$ cat config.mk
export PLATFORM = sky130hd
export DESIGN_NAME = pwm_duty_sequencer_flat
export DESIGN_NICKNAME = d
export VERILOG_FILES = /design/src/rtl/pwm_duty_sequencer_pkg.sv /design/src/rtl/pwm_duty_sequencer_if.sv /design/src/rtl/pwm_duty_sequencer_period_timer.sv /design/src/rtl/pwm_duty_sequencer.sv /design/src/flat_wrapper.sv
export SDC_FILE = /design/constraint.sdc
export NUM_CORES = 1
export LEC_CHECK = 0
export BUFFER_PORTS_ARGS = -buffer_cell sky130_fd_sc_hd__buf_4
export CORE_MARGIN = 2
export CORE_UTILIZATION = 45
export CTS_CLUSTER_SIZE = 16
export DETAILED_ROUTE_END_ITERATION = 10
export PLACE_DENSITY = 0.68
export SLEW_MARGIN = 20
export SYNTH_ARGS = -nofsm -noshare
export SYNTH_HDL_FRONTEND = slang
export SYNTH_SLANG_ARGS = --single-unit
$ cat constraint.sdc
create_clock -name clk -period 4.5 [get_ports clk]
set_input_delay 0.9 -clock clk [delete_from_list [all_inputs] [get_ports clk]]
set_output_delay 0.9 -clock clk [all_outputs]
set_load 0.01 [all_outputs]
$ cat src/rtl/pwm_duty_sequencer_pkg.sv
// Shared PWM definitions: data width, default period and the sequencer state encoding.
// Both the generator and the sequencer pull PERIOD_CLKS from here so their periods agree.
package pwm_duty_sequencer_pkg;

  localparam int DATA_W              = 8;
  localparam int DEFAULT_PERIOD_CLKS = 4096;

  typedef enum logic [1:0] {
    ST_IDLE      = 2'd0,
    ST_RAMP_UP   = 2'd1,
    ST_RAMP_DOWN = 2'd2
  } seq_state_t;

endpackage

$ cat src/rtl/pwm_duty_sequencer_if.sv
// Control/status bundle between a duty-cycle requester (master) and the sequencer (slave).
interface pwm_duty_sequencer_if
  import pwm_duty_sequencer_pkg::*;
();

  logic              load;
  logic [DATA_W-1:0] target;
  logic              kill;
  logic [DATA_W-1:0] CompDat;
  logic              busy;
  logic              done;
  logic              period_tick;

  modport master (
    output load, target, kill,
    input  CompDat, busy, done, period_tick
  );

  modport slave (
    input  load, target, kill,
    output CompDat, busy, done, period_tick
  );

endinterface

$ cat src/rtl/pwm_duty_sequencer_period_timer.sv
// Free-running PWM period counter; o_period_tick marks the last clock of each period.
// Shared with the generator so both count in lockstep.
module pwm_period_timer
  import pwm_duty_sequencer_pkg::*;
#(
  parameter int PERIOD_CLKS = DEFAULT_PERIOD_CLKS
) (
  input  logic clk,
  input  logic rst,
  output logic o_period_tick
);

  localparam int             CW   = (PERIOD_CLKS > 1) ? $clog2(PERIOD_CLKS) : 1;
  localparam logic [CW-1:0]  LAST = CW'(PERIOD_CLKS - 1);

  logic [CW-1:0] r_count;

  always_ff @(posedge clk or posedge rst) begin
    if (rst) begin
      r_count <= '0;
    end else if (r_count == LAST) begin
      r_count <= '0;
    end else begin
      r_count <= r_count + CW'(1);
    end
  end

  assign o_period_tick = (r_count == LAST);

endmodule

$ cat src/rtl/pwm_duty_sequencer.sv
// Slews the PWM compare value toward a requested duty in bounded steps, updating only
// on period boundaries; kill forces the compare value to zero at the next edge.
module pwm_duty_sequencer
  import pwm_duty_sequencer_pkg::*;
#(
  parameter int PERIOD_CLKS      = DEFAULT_PERIOD_CLKS,
  parameter int STEP             = 1,
  parameter int PERIODS_PER_STEP = 4
) (
  input  logic                  clk,
  input  logic                  rst,
  pwm_duty_sequencer_if.slave   sif
);

  localparam int                SW        = (PERIODS_PER_STEP > 1) ? $clog2(PERIODS_PER_STEP) : 1;
  localparam logic [SW-1:0]     STEP_LAST = SW'(PERIODS_PER_STEP - 1);
  localparam logic [DATA_W:0]   STEP_EXT  = (DATA_W + 1)'(STEP);

  logic              w_tick;
  seq_state_t        r_state, w_state_next;
  logic [DATA_W-1:0] r_comp, w_comp_next;
  logic [DATA_W-1:0] r_tgt, w_tgt_next;
  logic [SW-1:0]     r_step, w_step_next;
  logic              r_done, w_done_next;

  logic [DATA_W:0]   w_sum, w_diff;
  logic [DATA_W-1:0] w_up_val, w_dn_val, w_new_val;

  pwm_period_timer #(.PERIOD_CLKS(PERIOD_CLKS)) u_timer (
    .clk           (clk),
    .rst           (rst),
    .o_period_tick (w_tick)
  );

  // 9-bit arithmetic so a step past 255 or below 0 is seen as overshoot, then clamped to target.
  assign w_sum     = {1'b0, r_comp} + STEP_EXT;
  assign w_diff    = {1'b0, r_comp} - STEP_EXT;
  assign w_up_val  = (w_sum >= {1'b0, r_tgt}) ? r_tgt : w_sum[DATA_W-1:0];
  assign w_dn_val  = (w_diff[DATA_W] || (w_diff[DATA_W-1:0] <= r_tgt)) ? r_tgt : w_diff[DATA_W-1:0];
  assign w_new_val = (r_state == ST_RAMP_UP) ? w_up_val : w_dn_val;

  always_ff @(posedge clk or posedge rst) begin
    if (rst) begin
      r_state <= ST_IDLE;
      r_comp  <= '0;
      r_tgt   <= '0;
      r_step  <= '0;
      r_done  <= 1'b0;
    end else begin
      r_state <= w_state_next;
      r_comp  <= w_comp_next;
      r_tgt   <= w_tgt_next;
      r_step  <= w_step_next;
      r_done  <= w_done_next;
    end
  end

  always_comb begin
    w_state_next = r_state;
    w_comp_next  = r_comp;
    w_tgt_next   = r_tgt;
    w_step_next  = r_step;
    w_done_next  = 1'b0;
    if (sif.kill) begin
      w_state_next = ST_IDLE;
      w_comp_next  = '0;
      w_step_next  = '0;
    end else begin
      case (r_state)
        ST_IDLE: begin
          w_step_next = '0;
          if (sif.load) begin
            w_tgt_next = sif.target;
            if (sif.target > r_comp) begin
              w_state_next = ST_RAMP_UP;
            end else if (sif.target < r_comp) begin
              w_state_next = ST_RAMP_DOWN;
            end else begin
              w_done_next = 1'b1;
            end
          end
        end
        ST_RAMP_UP, ST_RAMP_DOWN: begin
          if (w_tick) begin
            if (r_step == STEP_LAST) begin
              w_step_next = '0;
              w_comp_next = w_new_val;
              if (w_new_val == r_tgt) begin
                w_state_next = ST_IDLE;
                w_done_next  = 1'b1;
              end
            end else begin
              w_step_next = r_step + SW'(1);
            end
          end
        end
        default: w_state_next = ST_IDLE;
      endcase
    end
  end

  assign sif.CompDat     = r_comp;
  assign sif.busy        = (r_state != ST_IDLE);
  assign sif.done        = r_done;
  assign sif.period_tick = w_tick;

endmodule

$ cat src/flat_wrapper.sv
// flat-port wrapper written by rule: the top's interface ports become plain ports
module pwm_duty_sequencer_flat import pwm_duty_sequencer_pkg::*;
#(
  parameter int PERIOD_CLKS      = DEFAULT_PERIOD_CLKS,
  parameter int STEP             = 1,
  parameter int PERIODS_PER_STEP = 4
)
  (clk, rst, sif_load, sif_target, sif_kill, sif_CompDat, sif_busy, sif_done, sif_period_tick);
  pwm_duty_sequencer_if sif_i ();
  input  logic clk;
  input  logic rst;
  input wire logic [$bits(sif_i.load)-1:0] sif_load;
  input wire logic [$bits(sif_i.target)-1:0] sif_target;
  input wire logic [$bits(sif_i.kill)-1:0] sif_kill;
  output wire logic [$bits(sif_i.CompDat)-1:0] sif_CompDat;
  output wire logic [$bits(sif_i.busy)-1:0] sif_busy;
  output wire logic [$bits(sif_i.done)-1:0] sif_done;
  output wire logic [$bits(sif_i.period_tick)-1:0] sif_period_tick;
  assign sif_i.load = sif_load;
  assign sif_i.target = sif_target;
  assign sif_i.kill = sif_kill;
  assign sif_CompDat = sif_i.CompDat;
  assign sif_busy = sif_i.busy;
  assign sif_done = sif_i.done;
  assign sif_period_tick = sif_i.period_tick;
  pwm_duty_sequencer #(.PERIOD_CLKS(PERIOD_CLKS), .STEP(STEP), .PERIODS_PER_STEP(PERIODS_PER_STEP)) u_core (.clk(clk), .rst(rst), .sif(sif_i));
endmodule
==> impl_metrics.ini <==
[layout]
drive_above_1_share_pct = 14.24
nNetsFinal = 365
synthToLayoutAreaGrowth_pct = 10.09
mostFrequentLayoutCells = 33 x dfrtp_1, 30 x ha_1, 24 x buf_4
diodes = 0
layout_commonest_cell = dfrtp_1

[logic_synthesis]
synthMuxAreaShare_pct = 3.604
syn_nets = 351
avgSynthCellArea_um2 = 8.989
async_flop_share_pct = 100.0
synth_warnings = 0
synth_compound_area_share_pct = 20.00
synth_xor_area_share_pct = 10.09
synth_ff_type = dfrtp_1
yosys.area_share.simple_pct = 17.21
synth_area_mm2 = 0.002778
yosys_register_bits = 33
synth-edff-count = 0
yosys.area_share.adder_pct = 13.51
synth_cell_types = 55
ys_seq_area_share_pct = 29.73
netlist_instances = 309
synth_top_family_by_area = compound AO/OA/AOI/OAI gates

[power]
comb_power_share_pct = 32.4
vdd_drop_max_mv = 0.2092
p_sw_mw = 0.2949
power.density_mw_per_mm2 = 281.5
pwr-share-clk_pct = 25.6
p_leak_nw = 1.361
seqPwrFrac_pct = 41.9
p_int_mw = 0.5660
finalPower_mw = 0.8609
netSwitchingFraction_pct = 34.25

[detailed_routing]
drtIter0Drc = 252
ant_nets = 0
routed_via_density = 5.877
avgRoutedWirePerCell_um = 16.42
first_pass_iters = 4
drc = 0
vias = 2339
wl_met1_um = 3067
highest_layer = met4
wl_um = 6537
met3_length_um = 354
dr_wl_met2_um = 3038

[cts]
cts_made_buffers = 5
cts.repair.resized = 0
postCtsSetupRepairBufs = 0
cts_tree = built
cts.root.buffer_cell = clkbuf_8
path_clk_slew_ps = 60
htreeDepth = 2
clock-sinks = 33
clk_latency_ps = 280
hold_buffers = 0
clock_path_buffers = 2

[timing]
fin_crit_ps = 3514
rsz0062_at_grt = no
fmax_mhz = 284.6
setup_tns_ps = 0
relSlewSlack_pct = 50.61
worst_slew_pin_slew_ps = 740.1
finalSetupViolations = 0
slew_viol_final = 0
fin_crit_sh_pct = 78.08
skew_ps = 3.620
finalHoldViolCount = 0

[die]
die_y_um = 82.57
die_area_mm2 = 0.006817
core_area_mm2 = 0.005956
io_pins = 23
die_x_um = 82.57
start_util_pct = 46.64
placementRows = 28

[setup_path]
worstSetupEndpointType = register
cp_common_cell = a21o_1
crit_path_max_fanout = 11
crit_required_ps = 4690
crit_type = register to register
worst_path_max_delay_cell = or3_1
cp.arrival_ps = 3700
max_stage_delay_ps = 510
start_kind = register
cp_cell_sequence = or3_1 -> o31a_1 -> or2_2 -> ha_1 -> a21o_1 -> a21o_1 -> a21oi_1 -> a21o_1 -> nand2_1 -> mux2i_1 -> a211oi_1

[global_routing]
grt_overflow = 0
grt_pass1_vias = 2136
antenna_found_initial = 0
grt_usage_pct = 20.79
grt_max_degree = 20
grt_pass1_wl_um = 10870

[placed_design]
hpwl_um = 5168
place_congestion = 0.9132
io_buffers = 22

[min_path]
hold_path.class = register to register

[status]
outcome = finished, final reports clean

[run]
drv_cap = 0
-- state kept, by name, indices dropped and copies added (netlist names) --
register                count
u_core.sif.CompDat          8
u_core.r_tgt                8
u_core.u_timer.r_count     12
u_core.r_state              2
u_core.r_step               2
u_core.sif.done             1
-- metrics by stage --
step	setup WS [ps]	hold slack [ps]	instance area [um^2]	std cells	util, %
floorplan	1242	437.5	2778	309	-
global placement	1096	455.1	2972	391	49.90
detailed placement	1032	458.4	2972	391	49.90
CTS	1015	471.5	3058	398	51.34
global route	738.8	493.8	3058	398	51.34
finish	986.5	470.9	3058	398	51.34
-- area by class of cell --
cell class                      count  area, um^2
Fill cell                         601        2898
Multi-Input combinational cell    237        1789
Sequential cell                    33       825.8
Timing Repair Buffer               24       180.2
Tap cell                           75       93.84
Clock buffer                        7       86.33
Inverter                           22       82.58
-- Yosys cell counts (all sizes together), types with 3 or more instances --
| library cell | n | area, um^2 |
|---|---|---|
| and2 | 3 | 18.77 |
| xnor2 | 19 | 166.4 |
| o211ai | 7 | 52.55 |
| o22a | 6 | 52.55 |
| nor2b | 4 | 25.02 |
| nor2 | 15 | 56.30 |
| dfrtp | 33 | 825.8 |
| nand3 | 15 | 75.07 |
| buf | 7 | 42.54 |
| a211oi | 5 | 37.54 |
| inv | 22 | 82.58 |
| a21o | 11 | 82.58 |
| nand2b | 6 | 37.54 |
| o21ai | 7 | 35.03 |
| o22ai | 3 | 18.77 |
| ha | 30 | 375.4 |
| xor2 | 13 | 113.9 |
| a21oi | 18 | 93.84 |
| and3 | 5 | 31.28 |
| nand2 | 19 | 71.32 |
| nand4 | 7 | 43.79 |
| mux2 | 8 | 90.09 |
| clkbuf | 10 | 37.54 |
-- critical path, delay by kind of cell, from the launching register on --
family,cells,cell delay (ps)
adders and majority gates,1,290
and+or+nand+nor,3,1070
AOI/OAI and AO/OA,6,1400
DFF,1,490
muxes,1,170
-- final timing paths --
kind	from	to	slack (ps)	depth (start not counted)
worst max-delay path	u_core.sif.CompDat[2]$_DFFE_PP0P_	u_core.sif.CompDat[0]$_DFFE_PP0P_	990	11
worst min-delay path	u_core.u_timer.r_count[8]$_DFF_PP0_	u_core.u_timer.r_count[8]$_DFF_PP0_	470	1
worst max register to register	u_core.sif.CompDat[2]$_DFFE_PP0P_	u_core.sif.CompDat[0]$_DFFE_PP0P_	990	11
worst min register to register	u_core.u_timer.r_count[8]$_DFF_PP0_	u_core.u_timer.r_count[8]$_DFF_PP0_	470	1
max in group asynchronous	rst	u_core.u_timer.r_count[2]$_DFF_PP0_	3070	3
min in group asynchronous	rst	u_core.sif.CompDat[1]$_DFFE_PP0P_	750	2
-- cell families (layout without fill, tap and decap cells) --
group           after synthesis  count (layout)
compound gates               78              78
xor+xnor                     32              32
fa+ha+maj                    30              30
buf+inv                      39              53
flops                        33              33
mux                           9               9
simple gates                 88              88
-- layer usage --
metal,GRT usage (%),vias to the layer above
li1,-,1152
met1,30.64,1122
met2,31.69,59
met3,3.043,6
met4,5.738,0
met5,0,-
-- power by group through the flow --
stage          Clock [mW]  Sequential (mW)  Combinational, mW
5_1_grt             0.238            0.364              0.314
6_report            0.221            0.361              0.279
3_3_place_gp            0            0.364              0.271
4_1_cts             0.225            0.359              0.279
3_5_place_dp            0            0.365              0.277
2_1_floorplan           0            0.345              0.217
Power figures use the tool's default switching activity.
